$ cat src/rtl/controle_relogio_xadrez_pkg.sv
// Shared definitions for the chess-clock controller: state codes, move-counter
// width, colour encoding and the saturating move-counter helper.
package controle_relogio_xadrez_pkg;

   typedef enum logic [2:0] {
      OCIOSO  = 3'd0,
      VEZ_B   = 3'd1,
      VEZ_P   = 3'd2,
      FIM     = 3'd3,
      PAUSA_B = 3'd4,
      PAUSA_P = 3'd5
   } estado_t;

   localparam int W_JOGADAS = 10;

   localparam logic BRANCO = 1'b0;
   localparam logic PRETO  = 1'b1;

   localparam logic [W_JOGADAS-1:0] JOGADAS_MAX = {W_JOGADAS{1'b1}};

   // Move counter sticks at its maximum instead of wrapping.
   function automatic logic [W_JOGADAS-1:0] incr_sat(input logic [W_JOGADAS-1:0] v);
      logic [W_JOGADAS-1:0] r;
      r = v;
      if (v != JOGADAS_MAX) r = v + 1'b1;
      return r;
   endfunction

endpackage

$ cat src/rtl/controle_relogio_xadrez_relogio_jogador.sv
// One player's remaining-time register: load to M, decrement on tick and
// saturating Fischer credit. The controller decides which action applies.
module relogio_jogador #(
   parameter int M   = 300000,
   parameter int N   = 19,
   parameter int INC = 1000
) (
   input  logic         clock,
   input  logic         zera_n,
   input  logic         carrega,
   input  logic         decrementa,
   input  logic         credita,
   output logic [N-1:0] tempo,
   output logic         zero_prox
);

   localparam logic [N:0]   M_EXT   = (N+1)'(M);
   localparam logic [N:0]   INC_EXT = (N+1)'(INC);
   localparam logic [N-1:0] M_N     = N'(M);

   logic [N-1:0] tempo_q, tempo_d;
   logic [N-1:0] t_dec;
   logic [N:0]   soma;

   always_ff @(posedge clock or negedge zera_n) begin
      if (!zera_n) tempo_q <= M_N;
      else         tempo_q <= tempo_d;
   end

   // The sum is one bit wider so the clamp sees any carry past 2^N.
   always_comb begin
      t_dec = tempo_q;
      if (decrementa && (tempo_q != '0)) t_dec = tempo_q - 1'b1;
      soma    = {1'b0, t_dec} + INC_EXT;
      tempo_d = t_dec;
      if (carrega)      tempo_d = M_N;
      else if (credita) tempo_d = (soma > M_EXT) ? M_N : soma[N-1:0];
   end

   assign zero_prox = (t_dec == '0);
   assign tempo     = tempo_q;

endmodule

$ cat src/rtl/controle_relogio_xadrez.sv
// Two-player chess-clock sequencer: turn FSM, button edge detection, move
// counting and winner tracking; arithmetic lives in relogio_jogador.
module controle_relogio_xadrez
   import controle_relogio_xadrez_pkg::*;
#(
   parameter int M   = 300000,
   parameter int N   = 19,
   parameter int INC = 1000
) (
   input  logic                 clock,
   input  logic                 zera_n,
   input  logic                 tick,
   input  logic                 iniciar,
   input  logic                 pausar,
   input  logic                 jogada_b,
   input  logic                 jogada_p,
   output logic [N-1:0]         tempo_b,
   output logic [N-1:0]         tempo_p,
   output logic                 vez,
   output logic                 pausado,
   output logic                 fim_partida,
   output logic                 vencedor,
   output logic [W_JOGADAS-1:0] num_jogadas,
   output logic [2:0]           db_estado
);

   estado_t estado_q, estado_d;

   logic pausar_ant_q, pausar_ant_d;
   logic jogada_b_ant_q, jogada_b_ant_d;
   logic jogada_p_ant_q, jogada_p_ant_d;
   logic borda_pausa, borda_b, borda_p;

   logic                 vez_q, vez_d;
   logic                 vencedor_q, vencedor_d;
   logic [W_JOGADAS-1:0] jogadas_q, jogadas_d;

   logic carrega, dec_b, dec_p, cred_b, cred_p;
   logic zero_b, zero_p;

   // Previous levels track the buttons in every state, so a button held
   // through a pause or a reset release never yields a second edge.
   always_comb begin
      pausar_ant_d   = pausar;
      jogada_b_ant_d = jogada_b;
      jogada_p_ant_d = jogada_p;
   end

   assign borda_pausa = pausar   & ~pausar_ant_q;
   assign borda_b     = jogada_b & ~jogada_b_ant_q;
   assign borda_p     = jogada_p & ~jogada_p_ant_q;

   always_ff @(posedge clock or negedge zera_n) begin
      if (!zera_n) begin
         estado_q       <= OCIOSO;
         pausar_ant_q   <= 1'b0;
         jogada_b_ant_q <= 1'b0;
         jogada_p_ant_q <= 1'b0;
         vez_q          <= BRANCO;
         vencedor_q     <= BRANCO;
         jogadas_q      <= '0;
      end else begin
         estado_q       <= estado_d;
         pausar_ant_q   <= pausar_ant_d;
         jogada_b_ant_q <= jogada_b_ant_d;
         jogada_p_ant_q <= jogada_p_ant_d;
         vez_q          <= vez_d;
         vencedor_q     <= vencedor_d;
         jogadas_q      <= jogadas_d;
      end
   end

   // Next state: timeout beats a move, a move beats a pause request.
   always_comb begin
      estado_d = estado_q;
      case (estado_q)
         OCIOSO:  if (iniciar) estado_d = VEZ_B;
         VEZ_B: begin
            if (zero_b)           estado_d = FIM;
            else if (borda_b)     estado_d = VEZ_P;
            else if (borda_pausa) estado_d = PAUSA_B;
         end
         VEZ_P: begin
            if (zero_p)           estado_d = FIM;
            else if (borda_p)     estado_d = VEZ_B;
            else if (borda_pausa) estado_d = PAUSA_P;
         end
         FIM:     if (iniciar)     estado_d = VEZ_B;
         PAUSA_B: if (borda_pausa) estado_d = VEZ_B;
         PAUSA_P: if (borda_pausa) estado_d = VEZ_P;
         default: estado_d = OCIOSO;
      endcase
   end

   always_comb begin
      carrega    = 1'b0;
      dec_b      = 1'b0;
      dec_p      = 1'b0;
      cred_b     = 1'b0;
      cred_p     = 1'b0;
      vez_d      = vez_q;
      vencedor_d = vencedor_q;
      jogadas_d  = jogadas_q;
      pausado     = (estado_q == PAUSA_B) || (estado_q == PAUSA_P);
      fim_partida = (estado_q == FIM);
      case (estado_q)
         OCIOSO: begin
            carrega    = 1'b1;
            vez_d      = BRANCO;
            vencedor_d = BRANCO;
            jogadas_d  = '0;
         end
         VEZ_B: begin
            dec_b = tick;
            if (zero_b) begin
               vencedor_d = PRETO;
            end else if (borda_b) begin
               cred_b    = 1'b1;
               jogadas_d = incr_sat(jogadas_q);
               vez_d     = PRETO;
            end
         end
         VEZ_P: begin
            dec_p = tick;
            if (zero_p) begin
               vencedor_d = BRANCO;
            end else if (borda_p) begin
               cred_p    = 1'b1;
               jogadas_d = incr_sat(jogadas_q);
               vez_d     = BRANCO;
            end
         end
         FIM: begin
            if (iniciar) begin
               carrega    = 1'b1;
               vez_d      = BRANCO;
               vencedor_d = BRANCO;
               jogadas_d  = '0;
            end
         end
         default: ;
      endcase
   end

   relogio_jogador #(.M(M), .N(N), .INC(INC)) u_relogio_b (
      .clock      (clock),
      .zera_n     (zera_n),
      .carrega    (carrega),
      .decrementa (dec_b),
      .credita    (cred_b),
      .tempo      (tempo_b),
      .zero_prox  (zero_b)
   );

   relogio_jogador #(.M(M), .N(N), .INC(INC)) u_relogio_p (
      .clock      (clock),
      .zera_n     (zera_n),
      .carrega    (carrega),
      .decrementa (dec_p),
      .credita    (cred_p),
      .tempo      (tempo_p),
      .zero_prox  (zero_p)
   );

   assign vez         = vez_q;
   assign vencedor    = vencedor_q;
   assign num_jogadas = jogadas_q;
   assign db_estado   = estado_q;

endmodule

$ cat config.mk
export PLATFORM = sky130hd
export DESIGN_NAME = controle_relogio_xadrez
export DESIGN_NICKNAME = d
export VERILOG_FILES = /design/src/rtl/controle_relogio_xadrez_pkg.sv /design/src/rtl/controle_relogio_xadrez_relogio_jogador.sv /design/src/rtl/controle_relogio_xadrez.sv
export SDC_FILE = /design/constraint.sdc
export NUM_CORES = 1
export LEC_CHECK = 0
export ABC_AREA = 1
export CORE_MARGIN = 2
export CORE_UTILIZATION = 48
export DETAILED_ROUTE_END_ITERATION = 12
export MAX_ROUTING_LAYER = met4
export PLACE_DENSITY = 0.8
export SETUP_SLACK_MARGIN = 0.2
export SYNTH_ARGS = -nofsm -noshare
export SYNTH_HDL_FRONTEND = slang
export SYNTH_SLANG_ARGS = --single-unit
$ cat constraint.sdc
create_clock -name clock -period 4.9 [get_ports clock]
set_input_delay 1.225 -clock clock [delete_from_list [all_inputs] [get_ports clock]]
set_output_delay 1.225 -clock clock [all_outputs]
set_load 0.02 [all_outputs]
[Word level (Yosys, flattened, before mapping)]
Cells that the tools add are included.
Word-level totals
  register bits after elaboration: 56
  output and inout bits: 55
  word-level logic and storage cells: 97
Operators by class
  $add $sub $neg: 5
  magnitude comparators: 2
  equality and inequality tests: 18
  multiplexer cells: 44
  bitwise logic cells: 6
  reduce and logical (&&, ||, !) cells: 13
Operators by type and width (number)
  2-to-1 mux 19 bit: 8
  2-to-1 mux 10 bit: 6
  adder 19 x 10 -> 20 bit (second input constant): 2
  greater-than comparator 20 x 19 -> 1 bit (second input constant): 2
  case mux 10 bit (4 select lines): 1
  logical NOT 19 bit: 2
  nonzero test 19 bit: 2
  subtractor 19 x 1 -> 19 bit (second input constant): 2
  2-to-1 mux 3 bit: 9
  2-to-1 mux 1 bit: 16
  case mux 3 bit (5 select lines): 1
  inequality test 2 bit (second input constant): 7
  adder 10 x 1 -> 10 bit (second input constant): 1
  inequality test 10 bit (second input constant): 1
  inequality test 4 x 3 -> 1 bit (second input constant): 2
  case mux 1 bit (4 select lines): 2
  == test 3 x 2 -> 1 bit (second input constant): 2
  == test 3 bit (second input constant): 2
  inequality test 2 x 1 -> 1 bit (second input constant): 3
  AND reduction 6 bit: 1
  AND reduction 5 bit: 1
  AND reduction 4 bit: 1
  nonzero test 4 bit: 1
  AND 1 bit: 3
  7 further kinds: 10

[Depth between registers and ports, before layout]
Gate-level depths: netlist of the first run.
  depth in word-level cells: 9
  mapped depth: 28
  depth with buffers taken out: 26

[Hierarchy]
From an unflattened synthesis of the first run, not the netlist that was laid out.
Unflattened totals
  cells, all modules: 995
  area total of the unflattened synthesis: 5999.5 um2
By module, submodules not included
  relogio_jogador: instances 2, cells each 412, area each 2389.8 um2, sequential area each 485.5 um2
  controle_relogio_xadrez: instances 1, cells each 171, area each 1219.9 um2, sequential area each 450.4 um2

[Worst setup path before layout of the first run]
Ideal clock, no wire load.
  path kind: input port to flip-flop
  start: input port tick
  end: register u_relogio_p.tempo_q[14], in the netlist u_relogio_p.tempo[14]
  setup time: 0.113 ns
  data arrival time: 3.433 ns
  data required time: 4.787 ns
  slack: 1.354 ns
  cell stages on the path: 22
  buffers on the path: 2
  cells stage by stage: inv_1 nor2_4 nand2_4 buf_6 nand2_1 nand2_2 ha_1 inv_1 nand3_2 nor2_2 nand3_2 nand3_1 nand2_1 nand2_1 nand2_1 nor2_2 nand3_1 nand3_1 nand3_2 buf_6 nand2_1 inv_1
On the way
  word-level cells in the longest chain between the ends: 8
Ends and longest elaborated chain
  start, declared: RTL line controle_relogio_xadrez.sv:12  | input logic tick,
  2-to-1 mux 1 bit (*): RTL line controle_relogio_xadrez.sv:106  | case (estado_q)
  logical AND 1 bit (*): RTL line controle_relogio_xadrez_relogio_jogador.sv:33  | if (decrementa && (tempo_q != '0)) t_dec = tempo_q - 1'b1;
  2-to-1 mux 19 bit (*): RTL line controle_relogio_xadrez_relogio_jogador.sv:33
  adder 19 x 10 -> 20 bit / logical NOT 19 bit (equally long branches): RTL line controle_relogio_xadrez_relogio_jogador.sv:34, controle_relogio_xadrez_relogio_jogador.sv:40
  greater-than comparator 20 x 19 -> 1 bit / 2-to-1 mux 1 bit (equally long branches): RTL line controle_relogio_xadrez_relogio_jogador.sv:37, controle_relogio_xadrez.sv:125
  2-to-1 mux 19 bit / 2-to-1 mux 1 bit (equally long branches): RTL line controle_relogio_xadrez_relogio_jogador.sv:37, controle_relogio_xadrez.sv:106
  2-to-1 mux 19 bit (*): RTL line controle_relogio_xadrez_relogio_jogador.sv:37  | else if (credita) tempo_d = (soma > M_EXT) ? M_N : soma[N-1:0];
  2-to-1 mux 19 bit (*): RTL line controle_relogio_xadrez_relogio_jogador.sv:36  | if (carrega) tempo_d = M_N;
  named net u_relogio_p.tempo_d[14]: RTL line controle_relogio_xadrez_relogio_jogador.sv:21  | logic [N-1:0] tempo_q, tempo_d;
  end signal, assigned: RTL line controle_relogio_xadrez_relogio_jogador.sv:27  | else tempo_q <= tempo_d;
  end, declared: RTL line controle_relogio_xadrez_relogio_jogador.sv:21
The timed path passes the listed nets; every way through them passes the cells marked *.
A chain may end at the register's enable or synchronous reset.

[Worst setup path after layout of the first run]
  start: input port tick
  end: register u_relogio_p.tempo_q[2], in the netlist u_relogio_p.tempo[2]
The elaborated chain is that of the path after synthesis.

==> flow_summary.toml, run 1 <==
[finish]
diodes = 0
layout-drive-gt1-share_pct = 12.53
nets = 1003
n_fill_cell = 1128
area_growth_pct = 14.06

[sta]
drv_slew = 0
period_minus_slack_ns = 4.427
timing.fmax_mhz = 225.9
fin_skew_ns = 0.006518
timing.setup.tns_ns = 0
final_hold_viol_count = 0
fin_crit_sh_pct = 90.35
finalHoldWorstSlack_ns = 0.5082
rsz0062_at_grt = "no"
finalSetupViolCount = 0
tightest_slew_ns = 0.8288
relSlewSlack_pct = 44.68

[detailed_routing]
wirelength_um = 15640
viasPerCell = 5.280
drc = 1
wire_per_inst_um = 13.80
ant_nets = 0
drt_pass1_iterations = 9
vias = 5982
drtIter0Drc = 467

[placement]
dp_hpwl_um = 12090
gp_congestion = 0.9920
io_buffers = 61

[power_and_ir_drop]
combPwrFrac_pct = 67.2
pwr-share-seq_pct = 22.7
p_sw_mw = 2.076
peakVddDrop_mv = 0.2186
p_per_area_nw_per_um2 = 576.8
netSwitchingFraction_pct = 55.40
power.internal_mw = 1.672
power_frac_clock_pct = 10.2
total_leakage_power_nw = 3.267

[setup_path]
cp.arrival_ns = 4.62
cp-end-kind = "register"
cp-start-kind = "input port"
cp-startpoint = "tick"
r2r_setup_slack_ns = 0.89
critPathMaxStageDelay_ns = 0.66
path_max_fanout = 23
rr_startpoint = "u_relogio_p.tempo[0]"
crit_required_ns = 5.09
path_class = "in2reg"
worst_path_max_delay_cell = "nor2_2"
path_common_cell = "nand2_1"
rr_endpoint = "u_relogio_p.tempo[2]"
rr_worst_depth = 20
endpoint = "u_relogio_p.tempo[2]"
path_cells = "clkdlybuf4s50_1 > inv_1 > nor2_4 > nand2_4 > inv_2 > nand2_1 > xor2_1 > nand3_1 > nor3_1 > nand4_1 > nand2_1 > nor2_2 > nand3_2 > nand2_1 > nor2_1"

[logic_synthesis]
synth_area_um2 = 5697
ys_top_cells_by_count = "nand2_1 (314), nor2_1 (121), inv_1 (103)"
syn_nets = 949
yosysMostFrequentCell = "nand2_1"
ys_seq_area_share_pct = 24.95
syn_area_per_cell_um2 = 6.093
synth_area_leader_cell = "nand2_1"
netlist.area_leader.share_pct = 20.69
synthArstFlopShare_pct = 100.0
synthCells = 935
netlist_top_cells_area = "nand2_1 (21%), dfrtp_1 (18%), nor2_1 (8.0%), dfstp_2 (7.4%), nand3_1 (6.9%)"
synth-edff-count = 0
synth_cell_types = 45
yosysWarnings = 0
ys_ff_latch = 56
synth_ff_type = "dfrtp_1"

[die]
core_area_um2 = 11520
ioPinCount = 62
fp.dieH_um = 112.9
rows = 39
start_util_pct = 49.47
die_area_um2 = 12760
die_w_um = 112.9

[clock_tree]
post_cts_buffers = 0
ctsRootBufferMaster = "clkbuf_16"
hold_buffers = 0
cts_buffers = 5
clk_pin_slew_worst_paths_ns = 0.08
cts_resized = 0
cts_buffer_depth = 2
clk-insertion-delay-late_ns = 0.30
cts_sinks = 56
h-tree-depth = 2
cts_tree = "yes"

[worst_hold_path]
min_path_type = "reg2reg"
min-delay-start = "vencedor"

[run_status]
failed_checks = "design-rule violations"
status = "finished, violations left"

[global_route]
grt_max_degree = 57
grt-ovfl-total = 0
grt_usage_pct = 25.83
antenna_found_initial = 0
grt_pass1_vias = 5485
grt_pass1_wl_um = 26360

[run]
drv_cap = 0
## cells by family (layout without fill, tap and decap cells)
family,count (synthesis),count (layout),synth area share (%)
buf+inv,143,198,11.03
flops,56,56,24.95
compound gates,78,78,7.468
simple gates,623,623,50.71
xor+xnor,28,28,4.305
fa+ha+maj,7,7,1.537
## metal layers
| metal | global-route usage, % | up-vias | share of wire, % |
|---|---|---|---|
| met5 | - | - | 0 |
| met4 | 6.504 | 0 | 1.5 |
| met3 | 4.821 | 23 | 7.5 |
| met2 | 40.16 | 198 | 45 |
| met1 | 35.06 | 2719 | 46 |
| li1 | - | 3042 | - |
## state kept, by name, indices dropped and copies added, names as in the netlist
register / count
db_estado: 3
num_jogadas: 10
u_relogio_p.tempo: 19
u_relogio_b.tempo: 19
vencedor: 1
jogada_p_ant_q: 1
vez: 1
pausar_ant_q: 1
jogada_b_ant_q: 1
## power by group through the flow
stage | clock, mW | combinational [mW] | sequential, mW
after global routing | 0.405 | 2.79 | 0.873
after detailed placement | 0 | 2.48 | 0.854
after CTS | 0.384 | 2.49 | 0.847
after global placement | 0 | 2.46 | 0.854
after floorplan | 0 | 1.69 | 0.954
final | 0.381 | 2.52 | 0.849
## final cells by class
| class | instances | area [µm²] | share of cell area, % |
|---|---|---|---|
| Clock buffer | 5 | 125.1 | 1.926 |
| Clock inverter | 3 | 23.77 | 0.3659 |
| Inverter | 126 | 473.0 | 7.279 |
| Multi-Input combinational cell | 736 | 3647 | 56.13 |
| Sequential cell | 56 | 1421 | 21.88 |
| Tap cell | 143 | 178.9 | 2.754 |
| Timing Repair Buffer | 64 | 628.1 | 9.667 |
## cells in the final DEF (no fill, tap or decap), drive strengths merged, types with 5 or more instances in the layout
cell type | Yosys | final
clkbuf | 3 | 5
dfstp | 16 | 16
ha | 7 | 7
dfrtp | 40 | 40
inv | 126 | 126
nand4 | 22 | 22
o21ai | 48 | 48
nand3 | 88 | 88
a21oi | 24 | 24
or2 | 7 | 7
xor2 | 25 | 25
clkdlybuf4s50 | 0 | 60
nor2 | 142 | 142
nand2 | 347 | 347
## worst max-delay path, delay by kind of cell
family	cells	cell delay [ns]
buf+inv	3	0.74
xor+xnor	1	0.18
simple gates	11	2.44
## per-stage QoR
stage                     area, µm²  utilization [%]  power [mW]  worst slack [ns]  std cells
final                          6497            56.42       3.748            0.4728       1133
after global routing           6497            56.42       4.070            0.2070       1133
after CTS                      6497            56.42       3.724            0.5402       1133
after detailed placement       6349            55.13       3.337            0.2263       1125
after global placement         6349            55.13       3.317            0.3072       1125
after floorplan                5697                -       2.639             1.354        935
## worst min path at each step
stage                    end  slack (ns)  cells past startpoint
CTS                 vencedor        0.51                      2
floorplan                vez        0.61                      2
finish              vencedor        0.51                      2
global placement    vencedor        0.48                      2
detailed placement  vencedor        0.49                      2
global route        vencedor        0.53                      2
No activity file was read; power rests on OpenSTA's default activity.
==> run 2: changes to the inputs <==
--- a/config.mk
+++ b/config.mk
@@ -6,11 +6,12 @@
 export NUM_CORES = 1
 export LEC_CHECK = 0
 export ABC_AREA = 1
+export CAP_MARGIN = 5
 export CORE_MARGIN = 2
 export CORE_UTILIZATION = 48
 export DETAILED_ROUTE_END_ITERATION = 12
 export MAX_ROUTING_LAYER = met4
-export PLACE_DENSITY = 0.8
+export PLACE_DENSITY = 0.82
 export SETUP_SLACK_MARGIN = 0.2
 export SYNTH_ARGS = -nofsm -noshare
 export SYNTH_HDL_FRONTEND = slang
==> constraint.sdc (replaced) <==
create_clock -name clock -period 3.6 [get_ports clock]
set_input_delay 0.9 -clock clock [delete_from_list [all_inputs] [get_ports clock]]
set_output_delay 0.9 -clock clock [all_outputs]
set_load 0.02 [all_outputs]
==> run 2 against run 1 <==
Effect of this change: the run still ends with design-rule violations left; non-clock buffer count is 97 higher; count of clock-buffer cells in the layout is 1 higher; via count is 11% higher; worst setup slack worse by 0.19 ns; register-to-register slack worse by 0.60 ns; clock power is 48% higher; global-route usage is 1.7 points higher; design area is 17% higher; first-iteration DRC count is 51% higher; largest cell class unchanged; sequential cell count stayed put.
==> flow_summary.toml, run 2 (same netlist as run 1, synthesis figures left out) <==
[power_and_ir_drop]
peakVddDrop_mv = 0.3784
p_per_area_nw_per_um2 = 815.0
netSwitchingFraction_pct = 52.71
pwr-share-seq_pct = 18.4
total_leakage_power_nw = 3.828
power.internal_mw = 2.935
power_frac_clock_pct = 9.1
combPwrFrac_pct = 72.5
p_sw_mw = 3.272

[clock_tree]
cts_tree = "yes"
hold_buffers = 0
h-tree-depth = 2
cts_buffers = 5
cts_buffer_depth = 2
clk-insertion-delay-late_ns = 0.30
cts_sinks = 56
clk_pin_slew_worst_paths_ns = 0.08
ctsRootBufferMaster = "clkbuf_16"

[setup_path]
r2r_setup_slack_ns = 0.29
rr_endpoint = "u_relogio_p.tempo[0]"
crit_required_ns = 3.83
path_class = "reg2reg"
path_max_fanout = 8
worst_path_max_delay_cell = "dfrtp_1"
cp_top_family = "simple AND/OR/NAND/NOR gates"
cp-end-kind = "register"
critPathMaxStageDelay_ns = 0.40
rr_worst_depth = 26
path_common_cell = "nand2_2"
rr_startpoint = "u_relogio_p.tempo[0]"
cp-start-kind = "register"
cp.arrival_ns = 3.54
path_buf_inv = 7

[sta]
relSlewSlack_pct = 36.90
fin_skew_ns = 0.01333
fin_ws_ns = 0.2865
final_hold_viol_count = 0
timing.setup.tns_ns = 0
fin_crit_sh_pct = 92.04
period_minus_slack_ns = 3.314
drv_slew = 0
tightest_slew_ns = 0.9454
timing.fmax_mhz = 301.8
rsz0062_at_grt = "no"
finalSetupViolCount = 0

[worst_hold_path]
min-delay-start = "vencedor"
holdPathStages = 2
min_path_type = "reg2reg"
hold_path_end = "vencedor"

[finish]
layout-drive-gt1-share_pct = 26.65
multiInputGateArea_um2 = 3983
n_fill_cell = 986
mostFrequentLayoutCells = "nand2_1 (293), nor2_1 (104), inv_1 (94)"
fin_util_pct = 66.13
final_common_cell = "nand2_1"
nets = 1101
seq_area_um2 = 1421
diodes = 0
area_growth_pct = 33.69

[run]
drv_cap = 0

[detailed_routing]
drt_pass1_iterations = 12
vias = 6638
viasPerCell = 5.392
drtIter0Drc = 705
ant_nets = 0
drc = 2
wire_per_inst_um = 14.60
wirelength_um = 17980

[placement]
io_buffers = 61
gp_congestion = 0.9994
dp_hpwl_um = 12900
post-place-ws_ns = -0.2985

[die]
die_area_um2 = 12760
fp.dieH_um = 112.9
core_area_um2 = 11520
ioPinCount = 62
die_w_um = 112.9
rows = 39
start_util_pct = 49.47

[global_route]
grt_pass1_vias = 5961
grt_usage_pct = 27.54
grt_pass1_wl_um = 27930
grt-ovfl-total = 0
grt_max_degree = 57
antenna_found_initial = 0

[run_status]
status = "finished, violations left"
failed_checks = "design-rule violations"
-- run 2: cell types whose count changed in the layout (fill, tap and decap cells not counted), sizes merged --
| cell | delta |
|---|---|
| bufinv | +1 |
| buf | +97 |
| clkdlybuf4s50 | -1 |
| clkbuf | +1 |
| dlymetal6s2s | +1 |
| nand3 | +1 |
| clkinvlp | -2 |
-- run 2: metal layers --
metal  global-route usage, %  wire, µm  vias to the layer above
met5                       -         0                        -
met4                   6.260       314                        0
met2                   43.21      8241                      310
li1                        -         -                     3237
met1                   37.45      7914                     3050
met3                   4.928      1507                       41
-- run 2: power groups by stage --
stage	combinational [mW]	sequential [mW]	clock [mW]
2_1_floorplan	2.29	1.30	0
3_3_place_gp	3.87	1.14	0
3_5_place_dp	3.92	1.14	0
4_1_cts	4.04	1.13	0.569
5_1_grt	4.88	1.17	0.600
6_report	4.50	1.14	0.565
-- run 2: per-stage QoR --
step / std cells / hold WS [ns] / power [mW] / instance area (µm²)
after global routing: 1231 / 0.5821 / 6.650 / 7616
after detailed placement: 1204 / 0.5040 / 5.058 / 6954
final: 1231 / 0.5210 / 6.207 / 7616
after floorplan: 935 / 0.6044 / 3.592 / 5697
after CTS: 1215 / 0.5282 / 5.745 / 7216
after global placement: 1204 / 0.4815 / 5.008 / 6954
-- run 2: how the worst max path moves through the flow --
stage / start / endpoint / slack [ns] / cells past startpoint
3_3_place_gp: tick / u_relogio_p.tempo[14] / -0.24 / 17
5_1_grt: u_relogio_p.tempo[0] / u_relogio_p.tempo[0] / 0.12 / 26
3_5_place_dp: tick / u_relogio_p.tempo[16] / -0.30 / 16
4_1_cts: tick / u_relogio_p.tempo[10] / 0.20 / 21
2_1_floorplan: tick / u_relogio_p.tempo[14] / 0.38 / 22
6_report: u_relogio_p.tempo[0] / u_relogio_p.tempo[0] / 0.29 / 26
-- run 2: worst register-to-register path: stages (launching register included) --
cell and delay, ns:
dfrtp_1 0.40, inv_2 0.12, ha_4 0.14, inv_2 0.03, nor2_2 0.09, nand2_1 0.08, nor2_4 0.13, nand3_4 0.12
nand2_4 0.14, buf_12 0.11, inv_4 0.05, buf_6 0.13, nand2_2 0.05, nand2_2 0.07, buf_4 0.15, nor2_2 0.10
nand2_1 0.09, nor2_4 0.17, nand2_2 0.07, nand2_2 0.08, nand3_2 0.08, nor2_4 0.12, buf_4 0.11, nand4_1 0.14
nand3_4 0.20, nand2_4 0.09, nor2_1 0.17
-- run 2: final cells by class --
cell class | count | area share (%)
Timing Repair Buffer | 161 | 18.30
Clock buffer | 6 | 1.692
Clock inverter | 2 | 0.4600
Inverter | 126 | 6.243
Sequential cell | 56 | 18.66
Multi-Input combinational cell | 737 | 52.29
Tap cell | 143 | 2.349
-- run 2: timing repair --
item                                    4_1_cts  5_1_grt
setup buffers                                 2       16
resized for setup                            18       80
gates cloned                                  1        0
endpoints found under the setup margin       44       53
pin swaps                                     9       44
